==> src/rtl/dmem_arbiter.sv <==
// dmem_arbiter: shares the single-port dmem between the core port (m0) and a debug/preload port (m1).
// Latency: grant is combinational; writes complete at the grant edge; read data returns the cycle after the grant.
// Backpressure: a master holds req until it sees gnt; bounded-burst round robin. DMEM_ARB_PERF_EN adds stall counters.
module dmem_arbiter #(
  parameter int DWIDTH    = 32,
  parameter int AWIDTH    = 4,
  parameter int MAX_BURST = 4
) (
  input  logic              clk,
  input  logic              rst,
  input  logic              m0_req,
  input  logic              m0_we,
  input  logic [AWIDTH-1:0] m0_addr,
  input  logic [DWIDTH-1:0] m0_wdata,
  output logic              m0_gnt,
  output logic              m0_rvalid,
  output logic [DWIDTH-1:0] m0_rdata,
  input  logic              m1_req,
  input  logic              m1_we,
  input  logic [AWIDTH-1:0] m1_addr,
  input  logic [DWIDTH-1:0] m1_wdata,
  output logic              m1_gnt,
  output logic              m1_rvalid,
  output logic [DWIDTH-1:0] m1_rdata,
  output logic              mem_en,
  output logic              mem_we,
  output logic [AWIDTH-1:0] mem_addr,
  output logic [DWIDTH-1:0] mem_wdata,
  input  logic [DWIDTH-1:0] mem_rdata,
`ifdef DMEM_ARB_PERF_EN
  output logic [31:0]       m0_stall_cnt,
  output logic [31:0]       m1_stall_cnt,
`endif
  output logic              busy
);

  // burst_cnt is 4 bits because MAX_BURST is limited to 1..15
  localparam logic [3:0] BURST_MAX = 4'(MAX_BURST);

  logic       last_owner;  // 0 = m0, 1 = m1
  logic [3:0] burst_cnt;
  logic       rd_pend;
  logic       rd_owner;
  logic       gnt_any;
  logic       gnt_we;

  // Arbitration: a lone requester always wins; on a tie the previous owner keeps the
  // port only while it is mid-burst and under the limit. No grants while reset is held.
  always_comb begin
    m0_gnt = 1'b0;
    m1_gnt = 1'b0;
    if (rst) begin
      if (m0_req && m1_req) begin
        if ((burst_cnt != 4'd0) && (burst_cnt < BURST_MAX)) begin
          m0_gnt = ~last_owner;
          m1_gnt = last_owner;
        end else begin
          m0_gnt = last_owner;
          m1_gnt = ~last_owner;
        end
      end else begin
        m0_gnt = m0_req;
        m1_gnt = m1_req;
      end
    end
  end

  assign gnt_any = m0_gnt | m1_gnt;

  // Memory strobe and mux from the granted master; all zero when idle
  always_comb begin
    mem_en    = 1'b0;
    mem_we    = 1'b0;
    mem_addr  = '0;
    mem_wdata = '0;
    if (m0_gnt) begin
      mem_en    = 1'b1;
      mem_we    = m0_we;
      mem_addr  = m0_addr;
      mem_wdata = m0_wdata;
    end else if (m1_gnt) begin
      mem_en    = 1'b1;
      mem_we    = m1_we;
      mem_addr  = m1_addr;
      mem_wdata = m1_wdata;
    end
  end

  assign gnt_we = mem_we;

  // Round-robin state: count consecutive grants to one owner, restart on handover or idle
  always_ff @(posedge clk or negedge rst) begin
    if (!rst) begin
      last_owner <= 1'b1;
      burst_cnt  <= 4'd0;
    end else if (gnt_any) begin
      if (m1_gnt == last_owner) begin
        if (burst_cnt < BURST_MAX) begin
          burst_cnt <= burst_cnt + 4'd1;
        end
      end else begin
        last_owner <= m1_gnt;
        burst_cnt  <= 4'd1;
      end
    end else begin
      burst_cnt <= 4'd0;
    end
  end

  // Outstanding read tracker: one read in flight, tagged with the master that issued it.
  // A reset between grant and data drops the read so no rvalid is ever produced for it.
  always_ff @(posedge clk or negedge rst) begin
    if (!rst) begin
      rd_pend  <= 1'b0;
      rd_owner <= 1'b0;
    end else begin
      rd_pend <= gnt_any & ~gnt_we;
      if (gnt_any && !gnt_we) begin
        rd_owner <= m1_gnt;
      end
    end
  end

  assign m0_rvalid = rd_pend & ~rd_owner;
  assign m1_rvalid = rd_pend & rd_owner;
  assign m0_rdata  = m0_rvalid ? mem_rdata : '0;
  assign m1_rdata  = m1_rvalid ? mem_rdata : '0;
  assign busy      = rst & (rd_pend | m0_req | m1_req);

`ifdef DMEM_ARB_PERF_EN
  logic m0_stall;
  logic m1_stall;

  assign m0_stall = rst & m0_req & ~m0_gnt;
  assign m1_stall = rst & m1_req & ~m1_gnt;

  // Saturating per-master stall counters: cycles spent requesting without a grant
  always_ff @(posedge clk or negedge rst) begin
    if (!rst) begin
      m0_stall_cnt <= '0;
      m1_stall_cnt <= '0;
    end else begin
      if (m0_stall && (m0_stall_cnt != 32'hFFFF_FFFF)) begin
        m0_stall_cnt <= m0_stall_cnt + 32'd1;
      end
      if (m1_stall && (m1_stall_cnt != 32'hFFFF_FFFF)) begin
        m1_stall_cnt <= m1_stall_cnt + 32'd1;
      end
    end
  end
`endif

endmodule

==> config.mk <==
export PLATFORM = sky130hd
export DESIGN_NAME = dmem_arbiter
export DESIGN_NICKNAME = d
export VERILOG_FILES = /design/src/rtl/dmem_arbiter.sv
export SDC_FILE = /design/constraint.sdc
export NUM_CORES = 1
export LEC_CHECK = 0
export CAP_MARGIN = 20
export CORE_ASPECT_RATIO = 1.75
export CORE_MARGIN = 10
export CORE_UTILIZATION = 23
export DETAILED_ROUTE_END_ITERATION = 7
export PLACE_DENSITY_LB_ADDON = 0.08
export SLEW_MARGIN = 20
export SYNTH_ARGS = -nofsm -noshare
export SYNTH_HDL_FRONTEND = slang
export SYNTH_SLANG_ARGS = --single-unit
==> constraint.sdc <==
create_clock -name clk -period 6 [get_ports clk]
set_clock_uncertainty 0.05 [all_clocks]
set_input_delay 0.6 -clock clk [delete_from_list [all_inputs] [get_ports clk]]
set_output_delay 0.6 -clock clk [all_outputs]
set_load 0.05 [all_outputs]
==> flow_summary.yaml, run 1 <==
run_status:
  status: "completed"
timing:
  fmax_mhz: 244
  slew_headroom_pct: 31.3
  slew_violations: 0
  setup_ws_ps: 1900
  tightest_slew_ps: 1030
  tns_ps: 0
  period_minus_slack_ps: 4100
  holdWs_ps: 525
  rsz0062_at_grt: "false"
  finalSetupViolCount: 0
  timing.final.crit_share_pct: 68.4
  hold_violations: 0
global_route:
  grt_max_degree: 42
  grt_pass1_vias: 2202
  globalRouteOverflowTotal: 0
  grt_use_met3_pct: 8.80
  grt_util_met1_pct: 15.7
  grt_usage_pct: 17.0
  grt_util_met2_pct: 32.8
  antenna_found_initial: 0
  grt_pass1_wl_um: 12600
  globalRoute.busiestLayer: "met2"
floorplan:
  core_area_sq_mm: 0.00534
  core.rowCount: 35
  die-area_sq_mm: 0.00907
  io-pin-count: 217
  die_w_um: 76.4
  start_util_pct: 24.0
  die_h_um: 119
setup_path:
  cpMostUsedCell: "clkdlybuf4s50_1"
  path_delay_family: "buffers and inverters"
  crit_fanout: 41
  crit_type: "primary input to primary output"
  cp_slowest_cell: "a31oi_4"
  startpoint: "rst"
  rr_startpoint: "burst_cnt[0]$_DFFE_PN0P_"
  critical_path_buf_inv_count: 2
  end_kind: "primary output"
  arrival_ps: 3450
  critPathMaxStageDelay_ps: 840
  critPathRequiredTime_ps: 5350
  critPathLaunchType: "primary input"
  path_cells: "clkdlybuf4s50_1, nand2_1, a31oi_4, a22o_1, clkdlybuf4s50_1"
synth:
  syn_inst: 163
  ys_warn_count: 0
  ys_seq_area_share_pct: 13.8
  synthesis.area_sq_mm: 0.00128
  synth_fp_nets: 275
  post-synth-top-area-cell: "a22o_1"
  netlist.area_leader.share_pct: 25.3
  ys_types: 32
  synth_edf_count: 0
  synthFlopType: "dfrtp_1"
  synthArstFlopShare_pct: 100
  synth_area_leaders: "a22o_1, and2_1, and3_1, dfrtp_1, buf_6"
  syn_avg_cell_area_sq_um: 7.85
  ys_ff_latch: 7
min_path:
  min_from: "burst_cnt[1]$_DFFE_PN0P_"
  min_path_type: "flop to flop"
route:
  vias: 2051
  wl_um: 8250
  firstDrtPassIters: 4
  viasPerCell: 4.65
  wl_per_cell_um: 18.7
  post-route-drc-count: 0
  detail_route.iter0.violations: 59
  antenna_left: 0
clock_tree:
  cts_resized: 0
  clk_pin_slew_worst_paths_ps: 40
  numCtsBuffers: 3
  post_cts_buffers: 0
  root_buffer: "clkbuf_8"
  cts_buffer_depth: 2
  htreeDepth: 1
  cts_tree: "yes"
  clkSinkCount: 7
  hold_buffers: 0
  clock_latency_ps: 220
power_and_ir_drop:
  leakage_uw: 0.00145
  power_density_mw_per_mm2: 182
  total_power_uw: 637
  irDropWorstVdd_mv: 0.104
placed_design:
  pre_cts_ws_ps: 1840
  place_area_sq_mm: 0.00345
  io_buffer_count: 216
  dp_hpwl_um: 7300
  gp_congestion: 0.827
job:
  maxCapViolations: 0
final_layout:
  diodes: 0
  final_cell_mix: "clkdlybuf4s50_1, a22o_1, and2_1"
  design_area_sq_mm: 0.00349
  drive_gt1_share_pct: 3.27
  final_common_cell: "clkdlybuf4s50_1"
  syn_to_final_growth_pct: 173
  nets: 480
flip-flops by register name, indices dropped and copies added (netlist names):
| signal | cells |
|---|---|
| burst_cnt | 4 |
| last_owner | 1 |
| rd_owner | 1 |
| rd_pend | 1 |
path summary, 6_finish.rpt:
kind                                                  to  slack [ps]  cells after the start
worst max-delay path                       mem_wdata[25]        1900                      5
worst min-delay path            burst_cnt[1]$_DFFE_PN0P_         520                      2
worst max register to register         rd_pend$_DFF_PN0_        3410                      5
worst min register to register  burst_cnt[1]$_DFFE_PN0P_         520                      2
max in group asynchronous         last_owner$_DFFE_PN1P_        4920                      1
min in group asynchronous       burst_cnt[3]$_DFFE_PN0P_         650                      1
cells by family (layout without fill, tap and decap cells):
logic type      after synthesis  count (layout)  share of synthesized area (%)
compound gates               53              53                           36.1
mux                           2               2                           1.66
buf+inv                      23             227                           9.87
flops                         7               7                           13.8
simple gates                 75              75                           36.0
fa+ha+maj                     2               2                           1.95
xor+xnor                      1               1                          0.684
worst min-delay path: stages (launching register included):
cell	delay, ps
dfrtp_1	390
o21ai_0	80
a21oi_1	60
power breakdown:
group | switching (uW) | internal, uW
sequential | 22.9 | 53.5
combinational | 293 | 203
clock | 17.9 | 45.7
cell usage after synthesis, types with 2 or more instances:
cell type  number
and3_1         32
buf_6           5
buf_2           2
and2_1         33
clkbuf_1       11
a22o_1         37
o21ai_0         2
dfrtp_1         6
nor2_1          3
inv_1           5
a21oi_1         3
ha_1            2
nand2_1         3
layout make-up:
class                           instances  area (sq um)
Clock buffer                            4          45.0
Fill cell                             481          1850
Inverter                                5          18.8
Multi-Input combinational cell        133           985
Sequential cell                         7           176
Tap cell                               74          92.6
Timing Repair Buffer                  218          2180
routing by layer:
layer / part of all wire (%) / up-vias / routed length (um)
li1: - / 1017 / -
met1: 36 / 887 / 2930
met2: 52 / 145 / 4320
met3: 12 / 2 / 973
met4: 0.27 / 0 / 22
met5: 0 / - / 0
per-stage QoR:
| stage | util, % | std cells |
|---|---|---|
| floorplan | - | 163 |
| global placement | 64.6 | 437 |
| detailed placement | 64.6 | 437 |
| CTS | 65.4 | 441 |
| global route | 65.4 | 441 |
| finish | 65.4 | 441 |
No activity file was read; power rests on OpenSTA's default activity.
==> run 2, diff against run 1 <==
- CORE_UTILIZATION: 23 -> 20
- clock period: 6 -> 3.3 ns (I/O delays scaled with it)
==> run 2 against run 1 <==
Worst hold slack got worse by 170 ps; cell area rose by 21%; sequential share of layout area fell by 0.89 points; non-clock buffer count rose by 4; combinational power rose by 130%; global-route usage barely moved; cell count rose by 2.3%; highest routed layer unchanged; critical path type is now flop to primary output; register-to-register slack got worse by 2300 ps.
==> flow_summary.yaml, run 2 (synthesis results as in run 1) <==
run_status:
  status: "completed"
setup_path:
  path_cells: "inv_1, ha_1, or4_4, a31oi_4, buf_4, a22o_1, buf_12"
  crit_fanout: 41
  arrival_ps: 2510
  path_delay_family: "buffers and inverters"
  critPathRequiredTime_ps: 2920
  crit_type: "flop to primary output"
  end_kind: "primary output"
  critPathMaxStageDelay_ps: 560
  cp_slowest_cell: "or4_4"
  critPathLaunchType: "flop"
  critical_path_buf_inv_count: 3
job:
  maxCapViolations: 0
final_layout:
  regMostFlops: "burst_cnt"
  final_common_cell: "clkdlybuf4s50_1"
  fin_cells: 451
  nets: 484
  final_cell_mix: "clkdlybuf4s50_1, buf_12, a22o_1"
  diodes: 0
  drive_gt1_share_pct: 23.7
  syn_to_final_growth_pct: 231
  largest_reg_flops: 4
floorplan:
  die-area_sq_mm: 0.0101
  start_util_pct: 20.6
  die_h_um: 126
  core.rowCount: 38
  die_w_um: 80.5
  core_area_sq_mm: 0.00623
  io-pin-count: 217
clock_tree:
  root_buffer: "clkbuf_8"
  hold_buffers: 0
  cts_tree: "yes"
  clk_pin_slew_worst_paths_ps: 40
  cts_resized: 0
  htreeDepth: 1
  clock_latency_ps: 230
  clkSinkCount: 7
  post_cts_buffers: 0
  numCtsBuffers: 3
  cts_buffer_depth: 2
power_and_ir_drop:
  power_density_mw_per_mm2: 326
  irDropWorstVdd_mv: 0.194
  leakage_uw: 0.00182
route:
  firstDrtPassIters: 4
  wl_per_cell_um: 20.5
  viasPerCell: 4.75
  detail_route.iter0.violations: 73
  vias: 2142
  post-route-drc-count: 0
  wl_um: 9260
  antenna_left: 0
timing:
  setup_ws_ps: 415
  slew_headroom_pct: 42.8
  holdWs_ps: 359
  timing.final.crit_share_pct: 87.4
  tns_ps: 0
  slew_violations: 0
  finalSetupViolCount: 0
  hold_violations: 0
  tightest_slew_ps: 857
  rsz0062_at_grt: "false"
  fmax_mhz: 347
  period_minus_slack_ps: 2890
global_route:
  grt_pass1_wl_um: 13600
  globalRouteOverflowTotal: 0
  grt_max_degree: 42
  grt_usage_pct: 17.0
  grt_pass1_vias: 2326
  antenna_found_initial: 0
placed_design:
  io_buffer_count: 216
  pre_cts_ws_ps: 613
  dp_hpwl_um: 8360
  gp_congestion: 0.823
  placed_cells: 447
min_path:
  min_path_type: "primary input to async pin"
-- run 2: path summary, 6_finish.rpt --
path	endpoint	slack (ps)	startpoint	cells after the start
max	mem_wdata[17]	410	burst_cnt[0]$_DFFE_PN0P_	7
min	burst_cnt[3]$_DFFE_PN0P_	360	rst	1
max reg2reg	rd_pend$_DFF_PN0_	1120	burst_cnt[0]$_DFFE_PN0P_	6
min reg2reg	last_owner$_DFFE_PN1P_	540	last_owner$_DFFE_PN1P_	1
max in group asynchronous	last_owner$_DFFE_PN1P_	2510	rst	1
min in group clk	last_owner$_DFFE_PN1P_	540	last_owner$_DFFE_PN1P_	1
-- run 2: power breakdown --
group	total, uW	switching (uW)	internal, uW
sequential	129	31.9	97.5
clock	124	40.5	83.9
combinational	1130	594	534
total	1380	667	716
-- run 2: layout make-up --
class	instances	area (sq um)
Timing Repair Buffer	222	2920
Fill cell	488	1990
Multi-Input combinational cell	133	985
Sequential cell	7	176
Tap cell	80	100
Clock buffer	4	45.0
Inverter	5	18.8
-- run 2: worst register-to-register path, cell delays in order (launching register included) --
cell and delay, ps:
dfrtp_1 380, inv_1 60, ha_1 230, or4_4 560
a31oi_4 190, buf_4 390, a221oi_1 160
-- run 2: metal layers --
layer / up-vias / track usage, % / share of wire, %
li1: 1032 / - / -
met1: 942 / 15.2 / 33
met2: 162 / 32.3 / 52
met3: 6 / 8.76 / 14
met4: 0 / 2.81 / 1.0
met5: - / 0 / 0
-- run 2: metrics by stage --
| stage | total power (uW) | instance area [sq um] | util, % |
|---|---|---|---|
| after floorplan | 679 | 1280 | - |
| after global placement | 1260 | 4200 | 67.4 |
| after detailed placement | 1270 | 4200 | 67.4 |
| after CTS | 1400 | 4240 | 68.1 |
| after global routing | 1440 | 4240 | 68.1 |
| final | 1380 | 4240 | 68.1 |
